$ cat config.mk
export PLATFORM = sky130hd
export DESIGN_NAME = sram_burst_ctrl
export DESIGN_NICKNAME = d
export VERILOG_FILES = /design/src/rtl/sram_burst_ctrl.sv
export SDC_FILE = /design/constraint.sdc
export NUM_CORES = 1
export LEC_CHECK = 0
export BUFFER_PORTS_ARGS = -buffer_cell sky130_fd_sc_hd__buf_2
export CAP_MARGIN = 10
export CORE_ASPECT_RATIO = 0.75
export CORE_UTILIZATION = 33
export CTS_CLUSTER_SIZE = 20
export DETAILED_ROUTE_END_ITERATION = 16
export SYNTH_ARGS = -nofsm -noshare
export SYNTH_HDL_FRONTEND = slang
export SYNTH_SLANG_ARGS = --single-unit
$ cat constraint.sdc
create_clock -name clk -period 3.27 [get_ports clk]
set_input_delay 0.981 -clock clk [delete_from_list [all_inputs] [get_ports clk]]
set_output_delay 0.981 -clock clk [all_outputs]
set_load 0.03 [all_outputs]
$ cat src/rtl/sram_burst_ctrl.sv
// -----------------------------------------------------------------------------
// sram_burst_ctrl
//
// Burst access controller for a single-port synchronous SRAM with one cycle of
// read latency. One command is accepted at a time. The start address is
// latched and then auto-incremented, wrapping modulo 2^ADDR_W. Write beats
// arrive on a valid/ready stream and go straight to the SRAM. Read beats
// leave through a 2-entry return buffer, so the consumer can apply arbitrary
// backpressure.
//
// Ports
//   clk, rst         clock, asynchronous active-high reset
//   cmd_*            command handshake: write/read select, start address,
//                    length (beats minus one)
//   wr_valid/ready   write beat stream, wr_data is the beat
//   rd_valid/ready   read beat stream, rd_data is the beat
//   done             one-cycle pulse when a burst finishes
//   mem_*            SRAM macro side; mem_r_data is valid the cycle after
//                    mem_r_en
// -----------------------------------------------------------------------------
module sram_burst_ctrl #(
    parameter int DATA_W = 8,
    parameter int ADDR_W = 8,
    parameter int LEN_W  = 4
) (
    input  logic              clk,
    input  logic              rst,
    input  logic              cmd_valid,
    output logic              cmd_ready,
    input  logic              cmd_write,
    input  logic [ADDR_W-1:0] cmd_addr,
    input  logic [LEN_W-1:0]  cmd_len,
    input  logic              wr_valid,
    output logic              wr_ready,
    input  logic [DATA_W-1:0] wr_data,
    output logic              rd_valid,
    input  logic              rd_ready,
    output logic [DATA_W-1:0] rd_data,
    output logic              done,
    output logic              mem_en,
    output logic              mem_w_en,
    output logic              mem_r_en,
    output logic [ADDR_W-1:0] mem_addr,
    output logic [DATA_W-1:0] mem_w_data,
    input  logic [DATA_W-1:0] mem_r_data
);

    typedef enum logic [1:0] {
        IDLE  = 2'd0,
        WRITE = 2'd1,
        READ  = 2'd2
    } state_t;

    localparam logic [ADDR_W-1:0] ADDR_ONE  = ADDR_W'(1);
    localparam logic [LEN_W-1:0]  LEN_ONE   = LEN_W'(1);
    localparam logic [LEN_W:0]    ISSUE_ONE = (LEN_W + 1)'(1);

    state_t              state_reg, state_next;
    logic [ADDR_W-1:0]   addr_reg, addr_next;
    logic [LEN_W-1:0]    remaining_reg, remaining_next;
    logic [LEN_W:0]      issue_left_reg, issue_left_next;
    logic                done_reg, done_next;
    logic                inflight_reg;

    // Return buffer: two entries addressed by one-bit pointers.
    logic [DATA_W-1:0]   buf_reg [2];
    logic [1:0]          count_reg;
    logic                wr_ptr_reg;
    logic                rd_ptr_reg;

    logic                issue;
    logic                push;
    logic                rd_fire;
    logic [2:0]          pending;

    // Data returned by the SRAM lands in the buffer at the end of the cycle
    // after the read strobe, which is exactly the cycle the inflight flag is set.
    assign push     = inflight_reg;
    assign rd_valid = (count_reg != 2'd0);
    assign rd_fire  = rd_valid && rd_ready;
    assign rd_data  = rd_valid ? buf_reg[rd_ptr_reg] : '0;
    assign done     = done_reg;

    // Beats already committed to the buffer (stored or still in the SRAM pipe).
    assign pending  = 3'(count_reg) + 3'(inflight_reg);

    always_comb begin
        state_next      = state_reg;
        addr_next       = addr_reg;
        remaining_next  = remaining_reg;
        issue_left_next = issue_left_reg;
        done_next       = 1'b0;
        cmd_ready       = 1'b0;
        wr_ready        = 1'b0;
        mem_en          = 1'b0;
        mem_w_en        = 1'b0;
        mem_r_en        = 1'b0;
        mem_addr        = '0;
        mem_w_data      = '0;
        issue           = 1'b0;

        unique case (state_reg)
            IDLE: begin
                // The state register is already IDLE while rst is high; the
                // gate only keeps cmd_ready low for the duration of reset.
                cmd_ready = !rst;
                if (cmd_valid && !rst) begin
                    addr_next       = cmd_addr;
                    remaining_next  = cmd_len;
                    issue_left_next = {1'b0, cmd_len} + ISSUE_ONE;
                    state_next      = cmd_write ? WRITE : READ;
                end
            end

            WRITE: begin
                mem_en     = 1'b1;
                wr_ready   = 1'b1;
                mem_addr   = addr_reg;
                mem_w_data = wr_data;
                mem_w_en   = wr_valid;
                if (wr_valid) begin
                    addr_next = addr_reg + ADDR_ONE;
                    if (remaining_reg == '0) begin
                        state_next = IDLE;
                        done_next  = 1'b1;
                    end else begin
                        remaining_next = remaining_reg - LEN_ONE;
                    end
                end
            end

            READ: begin
                mem_en   = 1'b1;
                mem_addr = addr_reg;
                // Issue only if the beat is guaranteed a buffer slot; a pop in
                // this same cycle frees one, which keeps full rate at rd_ready=1.
                issue    = (issue_left_reg != '0) && (pending < (3'd2 + 3'(rd_fire)));
                mem_r_en = issue;
                if (issue) begin
                    addr_next       = addr_reg + ADDR_ONE;
                    issue_left_next = issue_left_reg - ISSUE_ONE;
                end
                if (rd_fire) begin
                    if (remaining_reg == '0) begin
                        state_next = IDLE;
                        done_next  = 1'b1;
                    end else begin
                        remaining_next = remaining_reg - LEN_ONE;
                    end
                end
            end

            default: begin
                state_next = IDLE;
            end
        endcase
    end

    always_ff @(posedge clk or posedge rst) begin
        if (rst) begin
            state_reg      <= IDLE;
            addr_reg       <= '0;
            remaining_reg  <= '0;
            issue_left_reg <= '0;
            done_reg       <= 1'b0;
            inflight_reg   <= 1'b0;
        end else begin
            state_reg      <= state_next;
            addr_reg       <= addr_next;
            remaining_reg  <= remaining_next;
            issue_left_reg <= issue_left_next;
            done_reg       <= done_next;
            inflight_reg   <= issue;
        end
    end

    always_ff @(posedge clk or posedge rst) begin
        if (rst) begin
            count_reg  <= 2'd0;
            wr_ptr_reg <= 1'b0;
            rd_ptr_reg <= 1'b0;
        end else begin
            if (push) begin
                wr_ptr_reg <= ~wr_ptr_reg;
            end
            if (rd_fire) begin
                rd_ptr_reg <= ~rd_ptr_reg;
            end
            count_reg <= count_reg + 2'(push) - 2'(rd_fire);
        end
    end

    // Storage needs no reset: rd_data is masked whenever the buffer is empty.
    always_ff @(posedge clk) begin
        if (push) begin
            buf_reg[wr_ptr_reg] <= mem_r_data;
        end
    end

endmodule

==> results of run 1 <==
==> cells in the final DEF (no fill, tap or decap), drive strengths merged, types with 4 or more instances in the layout <==
cell type / netlist / routed
a21oi: 16 / 16
and2: 16 / 16
buf: 4 / 68
clkbuf: 3 / 6
dfrtp: 25 / 25
edfxtp: 16 / 16
ha: 12 / 12
inv: 17 / 17
mux2i: 13 / 13
nand2: 16 / 16
nand3: 8 / 8
nor2: 17 / 17
o21ai: 14 / 14
o22a: 4 / 4
xnor2: 4 / 4
==> report_power, final <==
group	total (µW)	switching, µW	internal (µW)	leakage [µW]
Clock	320	172	148	0.0000388
Combinational	1770	1100	672	0.000834
Sequential	917	185	732	0.000440
Total	3000	1450	1550	0.00131
==> metrics by stage <==
step	cell area, µm²	utilization
floorplan	2320	-
global placement	2750	0.404
detailed placement	2750	0.404
CTS	2830	0.416
global route	2830	0.416
finish	2830	0.416
==> cell type report <==
| class | count | area [µm²] |
|---|---|---|
| Clock inverter | 2 | 11.3 |
| Sequential cell | 41 | 1110 |
| Fill cell | 678 | 3970 |
| Tap cell | 84 | 105 |
| Inverter | 18 | 67.6 |
| Multi-Input combinational cell | 155 | 1120 |
| Clock buffer | 6 | 72.6 |
| Timing Repair Buffer | 68 | 350 |
==> worst max-delay path: cells and delay by family, from the launching register on <==
kind                     cells  cell delay, ns
adder cells (fa/ha/maj)      1            0.49
AND/OR/NAND/NOR              1            0.18
buffers and inverters        3            0.63
flip-flops                   1            0.39
==> synth_stat cells (all sizes together), types with 3 or more instances <==
library cell   n  area share
a21oi         16       0.034
nand3          8       0.017
nor2          17       0.027
and2          16       0.043
a2bb2oi        3       0.011
nor2b          3      0.0092
mux2i         13       0.056
or3            3      0.0081
nand2         16       0.026
o21ai         14       0.037
o22a           4       0.015
dfrtp         25        0.27
buf            4      0.0092
xnor2          4       0.015
clkbuf         3      0.0048
edfxtp        16        0.21
inv           17       0.027
ha            12       0.065
==> per-layer routing <==
layer / up-vias / wire, µm / global-route usage
met5: - / 0 / 0
met4: 0 / 57 / 0.0547
met1: 853 / 2370 / 0.184
met2: 44 / 2180 / 0.224
li1: 927 / - / -
met3: 5 / 197 / 0.0344
==> logic make-up (layout without fill, tap and decap cells) <==
kind of cell,count (synthesis),count (layout)
flip-flops,41,41
XOR/XNOR,5,5
adder cells (fa/ha/maj),12,12
buffers and inverters,25,94
multiplexers,13,13
AO/OA/AOI/OAI,54,54
AND/OR/NAND/NOR,71,71
==> worst max-delay path by stage <==
stage | end | slack (ns) | cells past startpoint | startpoint
6_report | mem_addr[6] | 0.30 | 5 | state_reg[0]
3_5_place_dp | mem_r_en | 0.31 | 5 | rd_ready
3_3_place_gp | mem_r_en | 0.39 | 5 | rd_ready
2_1_floorplan | mem_r_en | 0.02 | 3 | rd_ready
5_1_grt | mem_addr[6] | 0.14 | 5 | state_reg[0]
4_1_cts | mem_r_en | 0.28 | 5 | count_reg[0]
==> summary.md, run 1 <==
| Metric | Value |
|---|---|
| Postcts setup bufs | `0` |
| Hold Crit Class | `reg -> reg` |
| Worst r2r src | `state_reg[0]` |
| Post-synth EDFFs | `16` |
| TritonCTS buffer count | `5` |
| Die area | `7380 µm²` |
| Pre-CTS WS | `0.307 ns` |
| Die Wd | `98.9 µm` |
| Syn avg cell area | `10.5 µm²` |
| Setup CP Type | `reg -> out` |
| Critical path's largest stage delay | `0.49 ns` |
| Via density | `4.89` |
| Total gr overflow | `0` |
| Flops & latches, synth | `41` |
| Adder-Cell Fraction of Synth Area | `0.0646` |
| Min Tclk post-route | `2.97 ns` |
| Ys Warns | `0` |
| Dpl hpwl | `3640 µm` |
| Worst-Skew Late Latency | `0.29 ns` |
| Longest Clk Path Bufs | `2` |
| Worst hold start | `addr_reg[7]` |
| Reg2reg end | `remaining_reg[3]` |
| Nets@finish | `335` |
| Layout cells sized above 1 | `0.297` |
| Global-route usage over all layers | `0.139` |
| Antenna-violating nets left | `0` |
| # DRC | `0` |
| Crit path max fanout | `12` |
| Clock Skews | `0.0102 ns` |
| VDD IR-drop max | `391 µV` |
| Critical Path Sink Type | `output port` |
| # diodes | `0` |
| Critical-path cell list | `inv_1, ha_1, clkinv_1, nor2_1, buf_2` |
| Highest Clock Rate | `0.337 GHz` |
| # setup viols final | `0` |
| Syn-to-layout area delta | `21.8%` |
| Async SR Flop Fraction | `0.610` |
| Placed insts | `366` |
| Largest family of logic cells by synthesized area | `compound AO/OA/AOI/OAI gates` |
| PostCTS Resize Cnt | `0` |
| Reg clk slew, reported paths | `0.08 ns` |
| Via Count | `1829` |
| Cell Count, Final, Fillers Out | `374` |
| Initial Utilization | `0.342` |
| Rows | `26` |
| Status | `finished, final reports clean` |
| IO Port Bufs | `64` |
| Final setup margin | `0.304 ns` |
| Number of global-route vias before repair | `1641` |
| DRT iter0 DRCs | `77` |
| Critical Path RT | `2.29 ns` |
| R2R Setup Slk | `1.23 ns` |
| Cell Area, Synth | `2320 µm²` |
| Fin. max-slew vios | `0` |
| Slowest-stage cell, CP | `ha_1` |
| Hold Path Sink | `addr_reg[7]` |
| Final Hold Fails | `0` |
| Leakage Power | `0.00131 µW` |
| Synth unique cells | `49` |
| Antenna violations before repair | `0` |
| Post-synthesis compound-gate area fraction | `0.176` |
| Max-cap violation count | `0` |
| Detailed Route WL | `4810 µm` |
| Number of I/O pins | `65` |
| Syn_nets | `267` |
| Sink Count | `41` |
| Syn Inst Count | `221` |
| Largest net degree at the start of global routing | `26` |
| Wirelength per Cell | `12.9 µm` |
| Die height | `74.7 µm` |
| Seq/Total Area, Yosys | `0.476` |
| Total iterations of the first detailed-routing run | `4` |
| Final worst path period share | `0.907` |
| R2R cell count | `7` |
| Crit start category | `flip-flop` |
| Worst Tran Pin Value | `0.745 ns` |
| RSZ-0062 raised after global routing | `false` |
| Ys flop type | `dfrtp_1` |
| Max FFs per register | `16` |
| Hold Path Depth | `1` |
| RePlAce Congestion | `0.782` |
| Core area | `6800 µm²` |
| Synth Area in XOR/XNOR | `0.0188` |
| H-tree levels | `2` |
| Global-route wire length before repair | `7760 µm` |
| Setup TNS | `0 ns` |
| CTS tree | `done` |
| Pwr/cell area | `1060 nW/µm²` |
| Multiplexer area fraction after synthesis | `0.0560` |
| Simple-gate share of the synthesized area | `0.166` |
| Total chip power | `3000 µW` |
| Relative slew slack | `0.502` |
| Hold_buf cts | `0` |
| Hold WS | `0.508 ns` |
| Clk root buf | `clkbuf_8` |
| Worst Path Arrival | `1.98 ns` |
Note: power is estimated with default switching activity, not from simulation.
==> inputs of run 2 (changes only) <==
--- a/config.mk
+++ b/config.mk
@@ -11,6 +11,7 @@
 export CORE_UTILIZATION = 33
 export CTS_CLUSTER_SIZE = 20
 export DETAILED_ROUTE_END_ITERATION = 16
+export MAX_ROUTING_LAYER = met4
 export SYNTH_ARGS = -nofsm -noshare
 export SYNTH_HDL_FRONTEND = slang
 export SYNTH_SLANG_ARGS = --single-unit
==> summary.md, run 2 (same netlist as run 1, synthesis figures left out) <==
| Metric | Value |
|---|---|
| Placed Area | `2750 µm² (unchanged)` |
| Hold Crit Class | `reg -> reg (unchanged)` |
| Status | `finished, final reports clean (unchanged)` |
| Layout Utilization | `0.416 (unchanged)` |
| CTS tree | `done (unchanged)` |
| Worst Tran Pin Value | `0.745 ns (about the same)` |
| Most common cell after layout, fill and taps aside | `buf_2 (unchanged)` |
| Final Hold Fails | `0 (unchanged)` |
| Postcts setup bufs | `0 (unchanged)` |
| Min Tclk post-route | `2.97 ns (about the same)` |
| Total gr overflow | `0 (unchanged)` |
| Longest Clk Path Bufs | `2 (unchanged)` |
| Layout cells sized above 1 | `0.297 (unchanged)` |
| Leakage Power | `0.00131 µW (unchanged)` |
| Syn-to-layout area delta | `21.8% (unchanged)` |
| Max FFs per register | `16 (unchanged)` |
| Total iterations of the first detailed-routing run | `4 (unchanged)` |
| CP startpoint | `state_reg[0] (unchanged)` |
| Number of global-route vias before repair | `1638 (was 1641)` |
| Clk network pwr share | `0.106 (about the same)` |
| Initial Utilization | `0.342 (unchanged)` |
| Die height | `74.7 µm (unchanged)` |
| Fin. max-slew vios | `0 (unchanged)` |
| PostCTS Resize Cnt | `0 (unchanged)` |
| Net Sw Frac | `0.483 (was 0.484)` |
| Hold_buf cts | `0 (unchanged)` |
| Flop pwr share | `0.305 (about the same)` |
| Worst Path Arrival | `1.99 ns (was 1.98 ns)` |
| Critical Path RT | `2.29 ns (about the same)` |
| Dpl hpwl | `3640 µm (unchanged)` |
| Combinational power share | `0.589 (was 0.588)` |
| Antenna violations before repair | `0 (unchanged)` |
| Crit path max fanout | `12 (unchanged)` |
| Wire length on met3 | `190 µm (was 197 µm)` |
| Largest net degree at the start of global routing | `26 (unchanged)` |
| DRT iter0 DRCs | `78 (was 77)` |
| IO Port Bufs | `64 (unchanged)` |
| Nets@finish | `335 (unchanged)` |
| Global-route wire length before repair | `7780 µm (was 7760 µm)` |
| Final setup margin | `0.298 ns (was 0.304 ns)` |
| RSZ-0062 raised after global routing | `false (unchanged)` |
| Detailed Route WL | `4810 µm (about the same)` |
| Setup TNS | `0 ns (unchanged)` |
| Antenna-violating nets left | `0 (unchanged)` |
| Metal2 WL | `2170 µm (was 2180 µm)` |
| H-tree levels | `2 (unchanged)` |
| Clk root buf | `clkbuf_8 (unchanged)` |
| Clock Skews | `0.0109 ns (was 0.0102 ns)` |
| Wirelength per Cell | `12.9 µm (about the same)` |
| Most frequent cells in the layout | `buf_2 (64), dfrtp_1 (25), inv_1 (17), nor2_1 (17) (unchanged)` |
| # DRC | `0 (unchanged)` |
| Critical-path cell list | `inv_1, ha_1, clkinv_1, nor2_1, buf_2 (unchanged)` |
| DR top layer | `met4 (unchanged)` |
| Slowest-stage cell, CP | `ha_1 (unchanged)` |
| Pre-CTS WS | `0.307 ns (unchanged)` |
| Max-cap violation count | `0 (unchanged)` |
| Via Count | `1809 (was 1829)` |
| TritonCTS buffer count | `5 (unchanged)` |
| Crit start category | `flip-flop (unchanged)` |
| Rows | `26 (unchanged)` |
| Switching power | `1450 µW (about the same)` |
| Core area | `6800 µm² (unchanged)` |
| Global-route usage over all layers | `0.144 (was 0.139)` |
| Fillers | `678 (unchanged)` |
| # diodes | `0 (unchanged)` |
| Die Wd | `98.9 µm (unchanged)` |
| Pint | `1550 µW (about the same)` |
| Final worst path period share | `0.909 (was 0.907)` |
| Worst r2r src | `state_reg[0] (unchanged)` |
| Relative slew slack | `0.502 (about the same)` |
| Via density | `4.84 (was 4.89)` |
| Worst-Skew Late Latency | `0.29 ns (about the same)` |
| Highest Clock Rate | `0.336 GHz (was 0.337 GHz)` |
| Sink Count | `41 (unchanged)` |
| Design Area, Final | `2830 µm² (unchanged)` |
| Reg clk slew, reported paths | `0.08 ns (about the same)` |
| Setup CP Type | `reg -> out (unchanged)` |
| Metal-1 WL | `2390 µm (was 2370 µm)` |
| Die area | `7380 µm² (unchanged)` |
| Pwr/cell area | `1060 nW/µm² (about the same)` |
| Area of the multi-input gates | `1120 µm² (unchanged)` |
| VDD IR-drop max | `391 µV (about the same)` |
| Worst hold start | `wr_ptr_reg (was addr_reg[7])` |
| Hold WS | `0.509 ns (was 0.508 ns)` |
| Number of I/O pins | `65 (unchanged)` |
| Critical path's largest stage delay | `0.49 ns (about the same)` |
| Sequential cell area | `1110 µm² (unchanged)` |
| # setup viols final | `0 (unchanged)` |
| Critical Path Sink Type | `output port (unchanged)` |
| RePlAce Congestion | `0.793 (was 0.782)` |
[run 2: metrics by stage]
step | total power (µW) | cells
6_report | 3000 | 374
3_5_place_dp | 2710 | 366
5_1_grt | 3250 | 374
3_3_place_gp | 2680 | 366
2_1_floorplan | 2280 | 221
4_1_cts | 3040 | 374
[run 2: final cells by class]
class                   count  share of cell area
well taps                  84              0.0371
flip-flops and latches     41               0.391
clock inverters             2             0.00398
repair buffers             68               0.124
clock buffers               6              0.0256
inverters                  18              0.0239
multi-input cells         155               0.395
[run 2: final timing paths]
| check | endpoint | slack (ns) | depth (start not counted) |
|---|---|---|---|
| hold reg to reg | wr_ptr_reg | 0.51 | 1 |
| max in group asynchronous | addr_reg[1] | 2.25 | 3 |
| hold / removal | wr_ptr_reg | 0.51 | 1 |
| min in group asynchronous | state_reg[0] | 0.75 | 3 |
| setup reg to reg | remaining_reg[3] | 1.22 | 7 |
| setup / recovery | mem_addr[6] | 0.30 | 5 |
[run 2: routing by layer]
layer,vias to the layer above,track usage
met3,5,0.0344
li1,926,-
met5,-,-
met4,0,0.0547
met2,38,0.225
met1,840,0.183
[run 2: critical path, delay by kind of cell (launching register included)]
| kind | cells | cell delay [ns] |
|---|---|---|
| flops | 1 | 0.39 |
| simple gates | 1 | 0.18 |
| buf+inv | 3 | 0.64 |
| fa+ha+maj | 1 | 0.49 |
[run 2: power by group through the flow]
| stage | combinational (µW) | clock [µW] | sequential (µW) |
|---|---|---|---|
| floorplan | 1420 | 0 | 861 |
| global placement | 1760 | 0 | 920 |
| detailed placement | 1780 | 0 | 925 |
| CTS | 1790 | 334 | 917 |
| global route | 1950 | 355 | 947 |
| finish | 1770 | 319 | 917 |
